[config.mk]
export PLATFORM = sky130hd
export DESIGN_NAME = connect_fork
export DESIGN_NICKNAME = d
export VERILOG_FILES = /design/src/rtl/connect_fork.sv
export SDC_FILE = /design/constraint.sdc
export NUM_CORES = 1
export LEC_CHECK = 0
export BUFFER_PORTS_ARGS = -buffer_cell sky130_fd_sc_hd__buf_2
export CORE_AREA = 10 10 148 150
export CTS_CLUSTER_SIZE = 10
export DETAILED_ROUTE_END_ITERATION = 10
export DIE_AREA = 0 0 158 160
export HOLD_SLACK_MARGIN = 0.02
export PLACE_DENSITY = 0.76
export SYNTH_ARGS = -nofsm -noshare
export SYNTH_HDL_FRONTEND = slang
export SYNTH_SLANG_ARGS = --single-unit
[constraint.sdc]
create_clock -name CLK -period 6.05 [get_ports CLK]
set_clock_uncertainty 0.05 [all_clocks]
set_input_delay 0.3025 -clock CLK [delete_from_list [all_inputs] [get_ports CLK]]
set_output_delay 0.3025 -clock CLK [all_outputs]
set_load 0.01 [all_outputs]
[src/rtl/connect_fork.sv]
// Routes one valid/ready input stream to CONNECT_NUM independent output channels,
// each backed by a 2-entry FIFO; out-of-range destinations are discarded and flagged on DROP.

module connect_fork_chan #(
  parameter int DATA_WIDTH = 32
) (
  input  logic                  clk,
  input  logic                  rst,
  input  logic                  i_push,
  input  logic [DATA_WIDTH-1:0] i_data,
  input  logic                  i_ready,
  output logic                  o_valid,
  output logic [DATA_WIDTH-1:0] o_data,
  output logic                  o_full
);
  logic [DATA_WIDTH-1:0] r_mem [2];
  logic                  r_wptr;
  logic                  r_rptr;
  logic [1:0]            r_cnt;
  logic                  w_push;
  logic                  w_pop;

  assign o_valid = (r_cnt != 2'd0);
  assign o_full  = (r_cnt == 2'd2);
  assign o_data  = r_mem[r_rptr];
  // No push while full, even if a pop happens on the same edge.
  assign w_push  = i_push && !o_full;
  assign w_pop   = o_valid && i_ready;

  always_ff @(posedge clk or posedge rst) begin
    if (rst) begin
      r_mem[0] <= '0;
      r_mem[1] <= '0;
      r_wptr   <= 1'b0;
      r_rptr   <= 1'b0;
      r_cnt    <= 2'd0;
    end else begin
      if (w_push) begin
        r_mem[r_wptr] <= i_data;
        r_wptr        <= ~r_wptr;
      end
      if (w_pop)
        r_rptr <= ~r_rptr;
      case ({w_push, w_pop})
        2'b10:   r_cnt <= r_cnt + 2'd1;
        2'b01:   r_cnt <= r_cnt - 2'd1;
        default: r_cnt <= r_cnt;
      endcase
    end
  end
endmodule

module connect_fork #(
  parameter int DATA_WIDTH  = 32,
  parameter int CONNECT_NUM = 3,
  parameter int DEST_WIDTH  = 2
) (
  input  logic                              CLK,
  input  logic                              RST,
  input  logic                              RECEIVE_VALID,
  input  logic [DATA_WIDTH-1:0]             RECEIVE_DATA,
  input  logic [DEST_WIDTH-1:0]             RECEIVE_DEST,
  output logic                              RECEIVE_READY,
  output logic [CONNECT_NUM-1:0]            SEND_VALID,
  output logic [DATA_WIDTH*CONNECT_NUM-1:0] SEND_DATA,
  input  logic [CONNECT_NUM-1:0]            SEND_READY,
  output logic                              DROP
);
  localparam int                  DEST_SPAN = 1 << DEST_WIDTH;
  localparam logic [DEST_WIDTH:0] CN        = CONNECT_NUM[DEST_WIDTH:0];

  logic [CONNECT_NUM-1:0] w_full;
  logic [DEST_SPAN-1:0]   w_full_pad;
  logic                   w_in_range;
  logic                   w_accept;
  logic                   r_drop;

  // Pad the full vector to the whole destination space so any DEST indexes safely.
  always_comb begin
    w_full_pad                  = '0;
    w_full_pad[CONNECT_NUM-1:0] = w_full;
  end

  assign w_in_range    = ({1'b0, RECEIVE_DEST} < CN);
  assign RECEIVE_READY = !w_in_range || !w_full_pad[RECEIVE_DEST];
  assign w_accept      = RECEIVE_VALID && RECEIVE_READY;
  assign DROP          = r_drop;

  always_ff @(posedge CLK or posedge RST) begin
    if (RST) r_drop <= 1'b0;
    else     r_drop <= w_accept && !w_in_range;
  end

  for (genvar i = 0; i < CONNECT_NUM; i++) begin : g_chan
    logic w_push;
    assign w_push = w_accept && w_in_range && (RECEIVE_DEST == DEST_WIDTH'(i));

    connect_fork_chan #(.DATA_WIDTH(DATA_WIDTH)) u_chan (
      .clk     (CLK),
      .rst     (RST),
      .i_push  (w_push),
      .i_data  (RECEIVE_DATA),
      .i_ready (SEND_READY[i]),
      .o_valid (SEND_VALID[i]),
      .o_data  (SEND_DATA[DATA_WIDTH*i +: DATA_WIDTH]),
      .o_full  (w_full[i])
    );
  end
endmodule

==> out/summary.log, run 1 <==
[yosys] asr flop ratio synth 1.00
[floorplan] Ports 141
[finish] most frequent cells in the layout mux2_2, dfrtp_1, buf_2, mux2_4, clkbuf_16
[cts] root buffer selected by CTS clkbuf_16
[yosys] synth top area cells dfrtp_1, mux2_2, mux2_4, xnor2_1, buf_2
[cts] Clock Latency Late Sink 0.50 ns
[cts] register clock-pin slew on the reported worst setup and hold paths 0.05 ns
[global_route] via count of the first global-routing pass 5958
[finish] summed area of non-filler cells in the final layout 10600 um^2
[sta] Period Utilization, post-route 0.414
[sta] final hold slack -0.0280 ns
[detailed_routing] drc violations 0
[yosys] largest area contributor in the synthesized netlist dfrtp_1
[global_route] initial antenna violation count 1
[sta] Hold Vio Cnt, Final 24
[floorplan] floorplan core area 19100 um^2
[detailed_routing] total wirelength of the detailed-routed design 20800 um
[placed_design] count of buffers from port buffering 140
[global_route] all-layer global routing usage 0.164
[yosys] fraction of the yosys area taken by sequential cells 0.565
[floorplan] overall die width 158 um
[setup_path] maximum fanout encountered on the critical timing path 17
[finish] most common cell after layout, fill and taps aside mux2_2
[run_status] result of the run complete, but fails checks
[cts] count of cells resized by post-cts repair 0
[cts] buffer count from post-CTS setup fixing 0
[finish] area growth from synthesis to final layout 16.4%
[global_route] maximum number of pins on one net before global-route repair 142
[yosys] gate count of the mapped netlist 577
[yosys] syn nets 620
[sta] Slew @ Worst Pin 1.03 ns
[detailed_routing] via-per-instance ratio 5.42
[cts] number of buffers created by CTS 24
[floorplan] Die Y-Extent 160 um
[cts] CTS tree done
[power] Pleak 4.93 nW
[flow_run] Max Cap Viol 0
[placed_design] HPWL reported at the end of detailed placement 13300 um
[sta] Fmax 0.400 GHz
[cts] Max H-tree Level 1
[setup_path] Setup crit start kind register
[setup_path] required time at the endpoint of the critical path 6.37 ns
[power] VDD IR max 0.259 mV
[detailed_routing] count of antenna-violating nets left after detailed routing 0
[cts] buffer levels on the longest clock path 3
[setup_path] nature of the critical path endpoint register
[finish] fraction of layout instances using a drive strength above 1 0.659
[run_status] violations in the final reports hold timing
[yosys] dominant synthesized flop cell dfrtp_1
[finish] final antenna diode count 0
[floorplan] effective utilization at floorplan 0.476
[worst_hold_path] classification of the worst-slack hold path primary input to asynchronous set/reset pin
[power] total power 0.00625 W
[yosys] number of enable-type register cells in the synthesized netlist 0
[detailed_routing] total number of vias 5163
[sta] final setup vio count 0
[finish] Post-Route Utilization 0.554
[yosys] flop and latch count out of synthesis 205
[sta] Max-Slew Margin vs Limit 0.307
[global_route] wire length of the first global-routing pass 33400 um
[floorplan] standard-cell rows 51
[sta] shortest period the worst path allows 2.50 ns
[placed_design] total placed instance area 9910 um^2
[detailed_routing] average wire per cell in the routed design 21.8 um
[power] total power per unit cell area 591 nW/um^2
[yosys] average instance area after synthesis 15.7 um^2
[detailed_routing] detailed router's first-iteration violation count 161
[global_route] remaining global-route overflow 0
[cts] cts hold-fix bufs 0
[sta] unrepaired setup endpoints after global routing false
[setup_path] worst reg-to-reg path cell count 4
[setup_path] critical path start-end classification register to register
[sta] Sum Neg Setup Slack 0 ns
[yosys] share of Yosys cell area claimed by the top area cell type 0.565
[cts] clock sink count 205
[finish] layout net count 755
[floorplan] total die area 25300 um^2
[yosys] number of synthesis warnings 0
[setup_path] data arrival time at the worst-slack endpoint 2.82 ns
[sta] Pins Over Slew Limit 0
[placed_design] gpl congestion 0.762
[detailed_routing] first-pass iteration count of the detailed router 4
[yosys] Synth cell types 32
[yosys] post-synth design cell area 9080 um^2
## final cells by class
type,count,area [um^2]
inverter,1,11.3
fill,1549,8510
multi-input combinational,335,3720
sequential,205,5130
timing repair buffer,145,738
tap,238,298
clock buffer,29,661
## worst paths after layout
path / end / start / slack (ns)
worst max-delay path: g_chan[0].u_chan.r_mem[48] / g_chan[0].u_chan.r_cnt[0] / 3.55
worst min-delay path: g_chan[1].u_chan.r_cnt[0] / RST / -0.03
worst max register to register: g_chan[0].u_chan.r_mem[48] / g_chan[0].u_chan.r_cnt[0] / 3.55
worst min register to register: g_chan[0].u_chan.r_cnt[1] / g_chan[0].u_chan.r_cnt[1] / 0.44
max in group asynchronous: g_chan[1].u_chan.r_mem[22] / RST / 4.53
min in group CLK: g_chan[2].u_chan.r_mem[20] / RECEIVE_DATA[20] / 0.06
## metrics by stage
stage          setup WS [ns]  cells
5_1_grt                 3.39    953
4_1_cts                 3.53    953
6_report                3.55    953
2_1_floorplan          0.102    577
3_5_place_dp            3.49    924
3_3_place_gp            3.65    924
## where the power goes
group	internal [W]	switching, W
registers	0.00206	0.000503
clock network	0.000751	0.000506
logic	0.00143	0.00100
total	0.00423	0.00201
## layer usage
layer  vias to the layer above  share of wire  global-route usage  wire length [um]
li1                       2314              -                   -                 -
met1                      2713           0.42               0.202              8760
met2                       111           0.50               0.284             10400
met3                        25          0.059              0.0441              1240
met4                         0          0.015              0.0320               316
met5                         -              0                   0                 0
## synth_stat cells, types with 2 or more instances
cell,count
nor2_1,5
mux2_2,256
mux2_1,2
ha_1,3
mux2_4,30
xnor2_1,9
buf_4,6
buf_12,3
or2_2,3
and2_1,3
buf_2,13
dfrtp_1,205
xor2_1,6
clkbuf_1,12
nand4b_1,2
nand2b_1,2
nand3_1,2
## registers in the layout, indices dropped and copies added, names as in the netlist
name,cells
DROP,1
g_chan.u_chan.r_cnt,6
g_chan.u_chan.r_mem,192
g_chan.u_chan.r_rptr,3
g_chan.u_chan.r_wptr,3
## worst max-delay path, stage by stage (launching register included)
cell and delay (ns):
dfrtp_1 0.40, nand2b_1 0.20, nand4b_1 0.82, buf_4 0.55, mux2_2 0.31
## kinds of logic (layout without fill, tap and decap cells)
group                      Yosys count  in the layout  synth area share
DFF                                205            205             0.565
AOI/OAI and AO/OA                    2              2           0.00138
muxes                              288            288             0.370
xor gates and xnor gates            15             15            0.0145
buffers and inverters               37            175            0.0259
adders and majority gates            3              3           0.00413
and+or+nand+nor                     27             27            0.0196
(Power assumes the default switching activity.)
==> run 2, diff against run 1 <==
ABC_AREA = 1   (was not set)
PLACE_DENSITY = 0.73   (was 0.76)
clock period = 2.45 ns   (was 6.05 ns; I/O delays follow)
==> run 2 against run 1 <==
The flow now finishes without violations. Routed wire length up 26%. Synthesized cell count up 97%. Via count up 56%. Sequential share of layout area down 2.5 points. Clock-buffer cell count up 3. Clock power up 150%. Combinational power up 130%. Critical path type is now register to primary output. Critical endpoint is now SEND_DATA[59]. Largest power group unchanged.
==> out/summary.log, run 2 <==
[detailed_routing] total wirelength of the detailed-routed design 26300 um
[finish] flip-flop count of the largest register, all copies and words added 192
[cts] register clock-pin slew on the reported worst setup and hold paths 0.06 ns
[worst_hold_path] classification of the worst-slack hold path primary input to register
[detailed_routing] average wire per cell in the routed design 17.0 um
[cts] buffer levels on the longest clock path 3
[yosys] largest area contributor in the synthesized netlist dfrtp_1
[power] Pleak 5.83 nW
[sta] final setup vio count 0
[sta] Fmax 0.471 GHz
[finish] leading registers by flop count g_chan.u_chan.r_mem (192), g_chan.u_chan.r_cnt (6)
[floorplan] Ports 141
[global_route] maximum number of pins on one net before global-route repair 55
[floorplan] Die Y-Extent 160 um
[yosys] share of Yosys cell area claimed by the top area cell type 0.563
[floorplan] effective utilization at floorplan 0.478
[setup_path] maximum fanout encountered on the critical timing path 27
[detailed_routing] count of antenna-violating nets left after detailed routing 0
[finish] Post-Route Utilization 0.584
[sta] Pins Over Slew Limit 0
[power] VDD IR max 0.743 mV
[sta] unrepaired setup endpoints after global routing false
[floorplan] overall die width 158 um
[global_route] wire length of the first global-routing pass 42800 um
[yosys] flop and latch count out of synthesis 205
[floorplan] standard-cell rows 51
[finish] number of standard cells in the layout, taps in and fillers out 1547
[yosys] synth top area cells dfrtp_1, nand2_1, o21ai_0, o21ai_1, inv_1
[yosys] most instantiated library cell after synthesis nand2_1
[finish] most frequent cells in the layout nand2_1, dfrtp_1, buf_2, o21ai_0, inv_1
[yosys] number of synthesis warnings 0
[cts] number of buffers created by CTS 24
[placed_design] count of buffers from port buffering 140
[yosys] Synth top cells by count nand2_1, dfrtp_1, o21ai_0
[detailed_routing] drc violations 0
[yosys] average instance area after synthesis 8.01 um^2
[sta] Hold Vio Cnt, Final 0
[finish] layout net count 1345
[detailed_routing] first-pass iteration count of the detailed router 6
[global_route] initial antenna violation count 1
[detailed_routing] via-per-instance ratio 5.20
[cts] clock sink count 205
[yosys] gate count of the mapped netlist 1137
[setup_path] required time at the endpoint of the critical path 2.28 ns
[finish] most common cell after layout, fill and taps aside nand2_1
[setup_path] cell with the largest stage delay on the worst path dfrtp_2
[placed_design] HPWL reported at the end of detailed placement 17100 um
[global_route] remaining global-route overflow 0
[placed_design] gpl congestion 0.851
[detailed_routing] total number of vias 8042
[yosys] compound-cell area share of the yosys netlist 0.110
[yosys] Synth Area in Simple Gates 0.246
[cts] root buffer selected by CTS clkbuf_16
[finish] register with the most flip-flops g_chan.u_chan.r_mem
[setup_path] data arrival time at the worst-slack endpoint 1.95 ns
[sta] Period Utilization, post-route 0.866
[yosys] asr flop ratio synth 1.00
[cts] CTS tree done
[floorplan] total die area 25300 um^2
[detailed_routing] detailed router's first-iteration violation count 540
[placed_design] number of placed instances, taps included 1474
[yosys] share of synthesized area spent on multiplexers 0
[yosys] share of the synthesized netlist area taken by xor and xnor gates 0.0106
[setup_path] longest individual stage delay on the worst path 0.66 ns
[yosys] syn nets 1180
[yosys] dominant combinational cell family by area after synthesis simple AND/OR/NAND/NOR gates
[sta] Max-Slew Margin vs Limit 0.528
[cts] Clock Latency Late Sink 0.50 ns
[setup_path] worst path bufs/invs 2
[setup_path] cells along the critical path buf_4 > nand2_1 > o21ai_0 > buf_2
[power] total power per unit cell area 1320 nW/um^2
[finish] area growth from synthesis to final layout 22.2%
[setup_path] critical path start-end classification register to primary output
[finish] fill cell total of the finished layout 1676
[setup_path] nature of the critical path endpoint primary output
[yosys] adder and majority gate portion of the synthesized area 0.00412
[yosys] number of enable-type register cells in the synthesized netlist 0
[setup_path] Top Family by Delay on Critical Path flip-flops
[sta] Slew @ Worst Pin 0.707 ns
[global_route] via count of the first global-routing pass 8020
[sta] shortest period the worst path allows 2.12 ns
[yosys] dominant synthesized flop cell dfrtp_1
[setup_path] Setup crit start kind register
[run_status] result of the run finished, final reports clean
[floorplan] floorplan core area 19100 um^2
[flow_run] Max Cap Viol 0
[finish] fraction of layout instances using a drive strength above 1 0.162
[yosys] Synth cell types 25
[yosys] post-synth design cell area 9110 um^2
[cts] buffer count from post-CTS setup fixing 0
[global_route] all-layer global routing usage 0.208
[yosys] fraction of the yosys area taken by sequential cells 0.563
[cts] Max H-tree Level 1
[run 2: cell count changes after synthesis, sizes merged, moves of 15 or more]
cell / change
buf: +15
clkbuf: +16
mux2: -288
o21ai: +195
inv: +77
nand2: +555
[run 2: final cells by class]
type                            count  area (um^2)  area share
Antenna cell                        1         2.50    0.000225
Clock buffer                       32          652      0.0585
Inverter                           79          304      0.0273
Multi-Input combinational cell    786         3380       0.303
Sequential cell                   205         5130       0.461
Tap cell                          238          298      0.0267
Timing Repair Buffer              206         1370       0.123
[run 2: worst paths after layout]
| path | slack (ns) | depth (start not counted) | endpoint | start |
|---|---|---|---|---|
| worst min register to register | 0.43 | 2 | g_chan[0].u_chan.r_mem[1] | g_chan[0].u_chan.r_mem[1] |
| worst min-delay path | 0.13 | 7 | g_chan[0].u_chan.r_wptr | RECEIVE_DEST[0] |
| worst max register to register | 0.49 | 7 | g_chan[1].u_chan.r_mem[28] | g_chan[1].u_chan.r_cnt[0] |
| worst max-delay path | 0.33 | 4 | SEND_DATA[59] | g_chan[1].u_chan.r_rptr |
| min in group asynchronous | 0.23 | 3 | g_chan[2].u_chan.r_mem[56] | RST |
| max in group asynchronous | 1.42 | 4 | g_chan[1].u_chan.r_mem[2] | RST |
[run 2: power breakdown]
| part | total, W | switching (W) | internal, W | leakage [nW] |
|---|---|---|---|---|
| Sequential | 0.00587 | 0.000890 | 0.00498 | 2.54 |
| Clock | 0.00312 | 0.00130 | 0.00182 | 0.316 |
| Combinational | 0.00571 | 0.00360 | 0.00211 | 2.98 |
[run 2: cell families (layout without fill, tap and decap cells)]
kind of cell,count (synthesis),after routing
and+or+nand+nor,573,573
other,0,1
buffers and inverters,146,317
adders and majority gates,3,3
xor gates and xnor gates,11,11
AOI/OAI and AO/OA,199,199
DFF,205,205
[run 2: routing by layer]
| metal | share of wire | global-route usage |
|---|---|---|
| met1 | 0.43 | 0.275 |
| met2 | 0.47 | 0.335 |
| met3 | 0.073 | 0.0408 |
| met4 | 0.029 | 0.0674 |
| met5 | 0 | 0 |
[run 2: metrics by stage]
step	worst slack [ns]	TNS [ns]	cell area, um^2	hold slack [ns]	total power, W
CTS	0.00821	0	11100	0.108	0.0148
detailed placement	0.501	0	10100	0.212	0.0116
global placement	0.551	0	10100	0.222	0.0114
floorplan	-0.381	-78.06	9120	0.180	0.00921
global route	0.217	0	11100	0.176	0.0158
finish	0.329	0	11100	0.129	0.0147
[run 2: timing repair]
action / 4_1_cts / 5_1_grt
resized for setup: 0 / 1
hold buffers: 40 / 0
hold endpoints to repair: 218 / 0
endpoints found under the setup margin: 0 / 31
[run 2: worst min-delay path: cells and delay by family]
family / cells / cell delay (ns)
buffers and inverters: 2 / 0.16
and+or+nand+nor: 4 / 0.28
AOI/OAI and AO/OA: 1 / 0.07
==> run 3, diff against run 2 <==
RECOVER_POWER = 25   (was not set)
clock period = 2.7 ns   (was 2.45 ns; I/O delays follow)
==> run 3 against run 2 <==
Total power fell by 9.3%. Routed wire length fell by 3.0%. Sequential cell count did not move. Sequential power fell by 9.2%. Non-clock buffer count fell by 6. Final area fell by 0.79%. Highest routed layer unchanged. Hold slack got worse by 0.097 ns. Core utilization fell by 0.46 points. Critical path depth did not move. Critical endpoint is now SEND_DATA[29]. Cell count fell by 0.65%. Setup slack got worse by 0.18 ns. Clock-buffer cell count fell by 3.
==> out/summary.log, run 3 (synthesized netlist as in run 2, its figures left out) <==
[floorplan] overall die width 158 um
[setup_path] critical path start-end classification register to primary output
[cts] buffer levels on the longest clock path 3
[setup_path] Crit Reg-Reg Startpoint g_chan[1].u_chan.r_cnt[0]
[finish] final antenna diode count 0
[global_route] wire length of the first global-routing pass 41700 um
[cts] Max H-tree Level 1
[setup_path] worst reg-to-reg path cell count 7
[worst_hold_path] hold path start RECEIVE_VALID
[placed_design] gpl congestion 0.818
[setup_path] maximum fanout encountered on the critical timing path 33
[detailed_routing] average wire per cell in the routed design 16.6 um
[finish] most common cell after layout, fill and taps aside nand2_1
[setup_path] Top Family by Delay on Critical Path buffers and inverters
[setup_path] cell with the largest stage delay on the worst path clkinv_1
[finish] area growth from synthesis to final layout 21.3%
[floorplan] effective utilization at floorplan 0.478
[sta] Period Utilization, post-route 0.943
[placed_design] count of buffers from port buffering 140
[finish] leading registers by flop count g_chan.u_chan.r_mem (192), g_chan.u_chan.r_cnt (6)
[setup_path] required time at the endpoint of the critical path 2.52 ns
[setup_path] Critical R2R Capture g_chan[0].u_chan.r_mem[59]
[setup_path] Setup crit start kind register
[cts] number of buffers created by CTS 24
[cts] count of cells resized by post-cts repair 0
[sta] Hold Vio Cnt, Final 0
[detailed_routing] total wirelength of the detailed-routed design 25500 um
[cts] buffer count from post-CTS setup fixing 0
[cts] clock sink count 205
[setup_path] cell repeated most along the worst path nand2_1
[detailed_routing] drc violations 0
[global_route] remaining global-route overflow 0
[setup_path] worst path bufs/invs 2
[cts] root buffer selected by CTS clkbuf_16
[floorplan] standard-cell rows 51
[floorplan] total die area 25300 um^2
[flow_run] Max Cap Viol 0
[power] Gate power share 0.387
[setup_path] nature of the critical path endpoint primary output
[worst_hold_path] hold-critical path depth 4
[global_route] maximum number of pins on one net before global-route repair 74
[worst_hold_path] classification of the worst-slack hold path primary input to register
[global_route] initial antenna violation count 0
[sta] Pins Over Slew Limit 0
[floorplan] Die Y-Extent 160 um
[finish] register with the most flip-flops g_chan.u_chan.r_mem
[power] Clk pwr share 0.213
[finish] layout net count 1339
[cts] register clock-pin slew on the reported worst setup and hold paths 0.05 ns
[finish] flip-flop count of the largest register, all copies and words added 192
[worst_hold_path] hold worst-path end g_chan[0].u_chan.r_wptr
[cts] Clock Latency Late Sink 0.51 ns
[detailed_routing] detailed router's first-iteration violation count 573
[finish] Post-Route Utilization 0.579
[run_status] result of the run finished, final reports clean
[detailed_routing] total number of vias 7895
[sta] final setup vio count 0
[global_route] via count of the first global-routing pass 7873
[sta] Sum Neg Setup Slack 0 ns
[finish] fraction of layout instances using a drive strength above 1 0.159
[cts] CTS tree done
[sta] Max-Slew Margin vs Limit 0.0541
[detailed_routing] via-per-instance ratio 5.14
[floorplan] Ports 141
[setup_path] slack of the worst reg-to-reg path 0.56 ns
[setup_path] cells along the critical path clkinv_1 > nand2_1 > nand2_1 > buf_2
[power] Reg power frac 0.400
[finish] most frequent cells in the layout nand2_1, dfrtp_1, buf_2, o21ai_0, inv_1
[power] Net Sw Frac 0.393
[power] cell-internal power 0.00809 W
[power] power dissipated by switching net loads 0.00523 W
[sta] Slew @ Worst Pin 1.41 ns
[sta] unrepaired setup endpoints after global routing false
[placed_design] HPWL reported at the end of detailed placement 16800 um
[global_route] all-layer global routing usage 0.201
[detailed_routing] first-pass iteration count of the detailed router 5
[sta] shortest period the worst path allows 2.55 ns
[setup_path] data arrival time at the worst-slack endpoint 2.36 ns
[power] Pleak 5.79 nW
[power] total power per unit cell area 1210 nW/um^2
[sta] Fmax 0.393 GHz
[floorplan] floorplan core area 19100 um^2
[setup_path] longest individual stage delay on the worst path 0.92 ns
[detailed_routing] count of antenna-violating nets left after detailed routing 0
[power] VDD IR max 0.662 mV
run 3: changes by cell type in the layout (fill, tap and decap cells not counted):
| cell | delta |
|---|---|
| diode_2 | -1 |
| clkinvlp_4 | -2 |
| dfrtp_1 | +1 |
| dlygate4sd3_1 | -1 |
| buf_4 | -4 |
| clkinv_1 | +1 |
| buf_2 | -1 |
| clkbuf_1 | -4 |
| buf_12 | -3 |
| clkbuf_8 | +2 |
| clkbuf_4 | +2 |
| clkinvlp_2 | +1 |
| dfrtp_2 | -1 |
run 3: worst max-delay path by stage:
stage	startpoint	to	slack, ns	depth (start not counted)
after floorplan	RST	DROP	-0.14	1
after global placement	g_chan[1].u_chan.r_cnt[0]	g_chan[0].u_chan.r_mem[59]	0.67	7
after detailed placement	g_chan[1].u_chan.r_cnt[0]	g_chan[0].u_chan.r_mem[35]	0.58	7
after CTS	g_chan[0].u_chan.r_rptr	SEND_DATA[29]	0.22	4
after global routing	g_chan[0].u_chan.r_rptr	SEND_DATA[11]	0.01	4
final	g_chan[0].u_chan.r_rptr	SEND_DATA[29]	0.15	4
run 3: worst min-delay path, cell delays in order:
cell and delay (ns):
buf_2 0.16, nand3_4 0.14, nand2_1 0.06, nand2_1 0.06
run 3: metal layers:
metal  GRT usage  up-vias  wire [um]
met3      0.0467       38       1830
li1            -     3830          -
met5           0        -          0
met2       0.322      257      12000
met1       0.267     3770      11100
met4      0.0564        0        538
run 3: cell type report:
cell class	instances	area [um^2]
timing repair buffer	200	1280
clock buffer	29	661
inverter	79	298
fill	1726	8030
tap	238	298
sequential	205	5130
multi-input combinational	786	3380
run 3: through the flow:
stage	setup slack [ns]	cell area [um^2]	std cells	total power, W	hold slack, ns
CTS	0.218	11100	1537	0.0134	0.0269
floorplan	-0.143	9120	1137	0.00836	0.193
finish	0.154	11100	1537	0.0133	0.0323
global route	0.0148	11100	1537	0.0144	0.0630
global placement	0.666	10000	1469	0.0103	0.250
detailed placement	0.581	10000	1469	0.0105	0.256
run 3: power by group through the flow:
stage          logic (W)  clock network [W]  registers, W
2_1_floorplan    0.00334                  0       0.00502
3_3_place_gp     0.00502                  0       0.00532
3_5_place_dp     0.00515                  0       0.00536
4_1_cts          0.00521            0.00288       0.00533
5_1_grt          0.00582            0.00302       0.00551
6_report         0.00516            0.00284       0.00533
run 3: repair_timing:
item	4_1_cts	5_1_grt
endpoints found under the setup margin	0	0
hold buffers	39	0
hold endpoints to repair	223	0
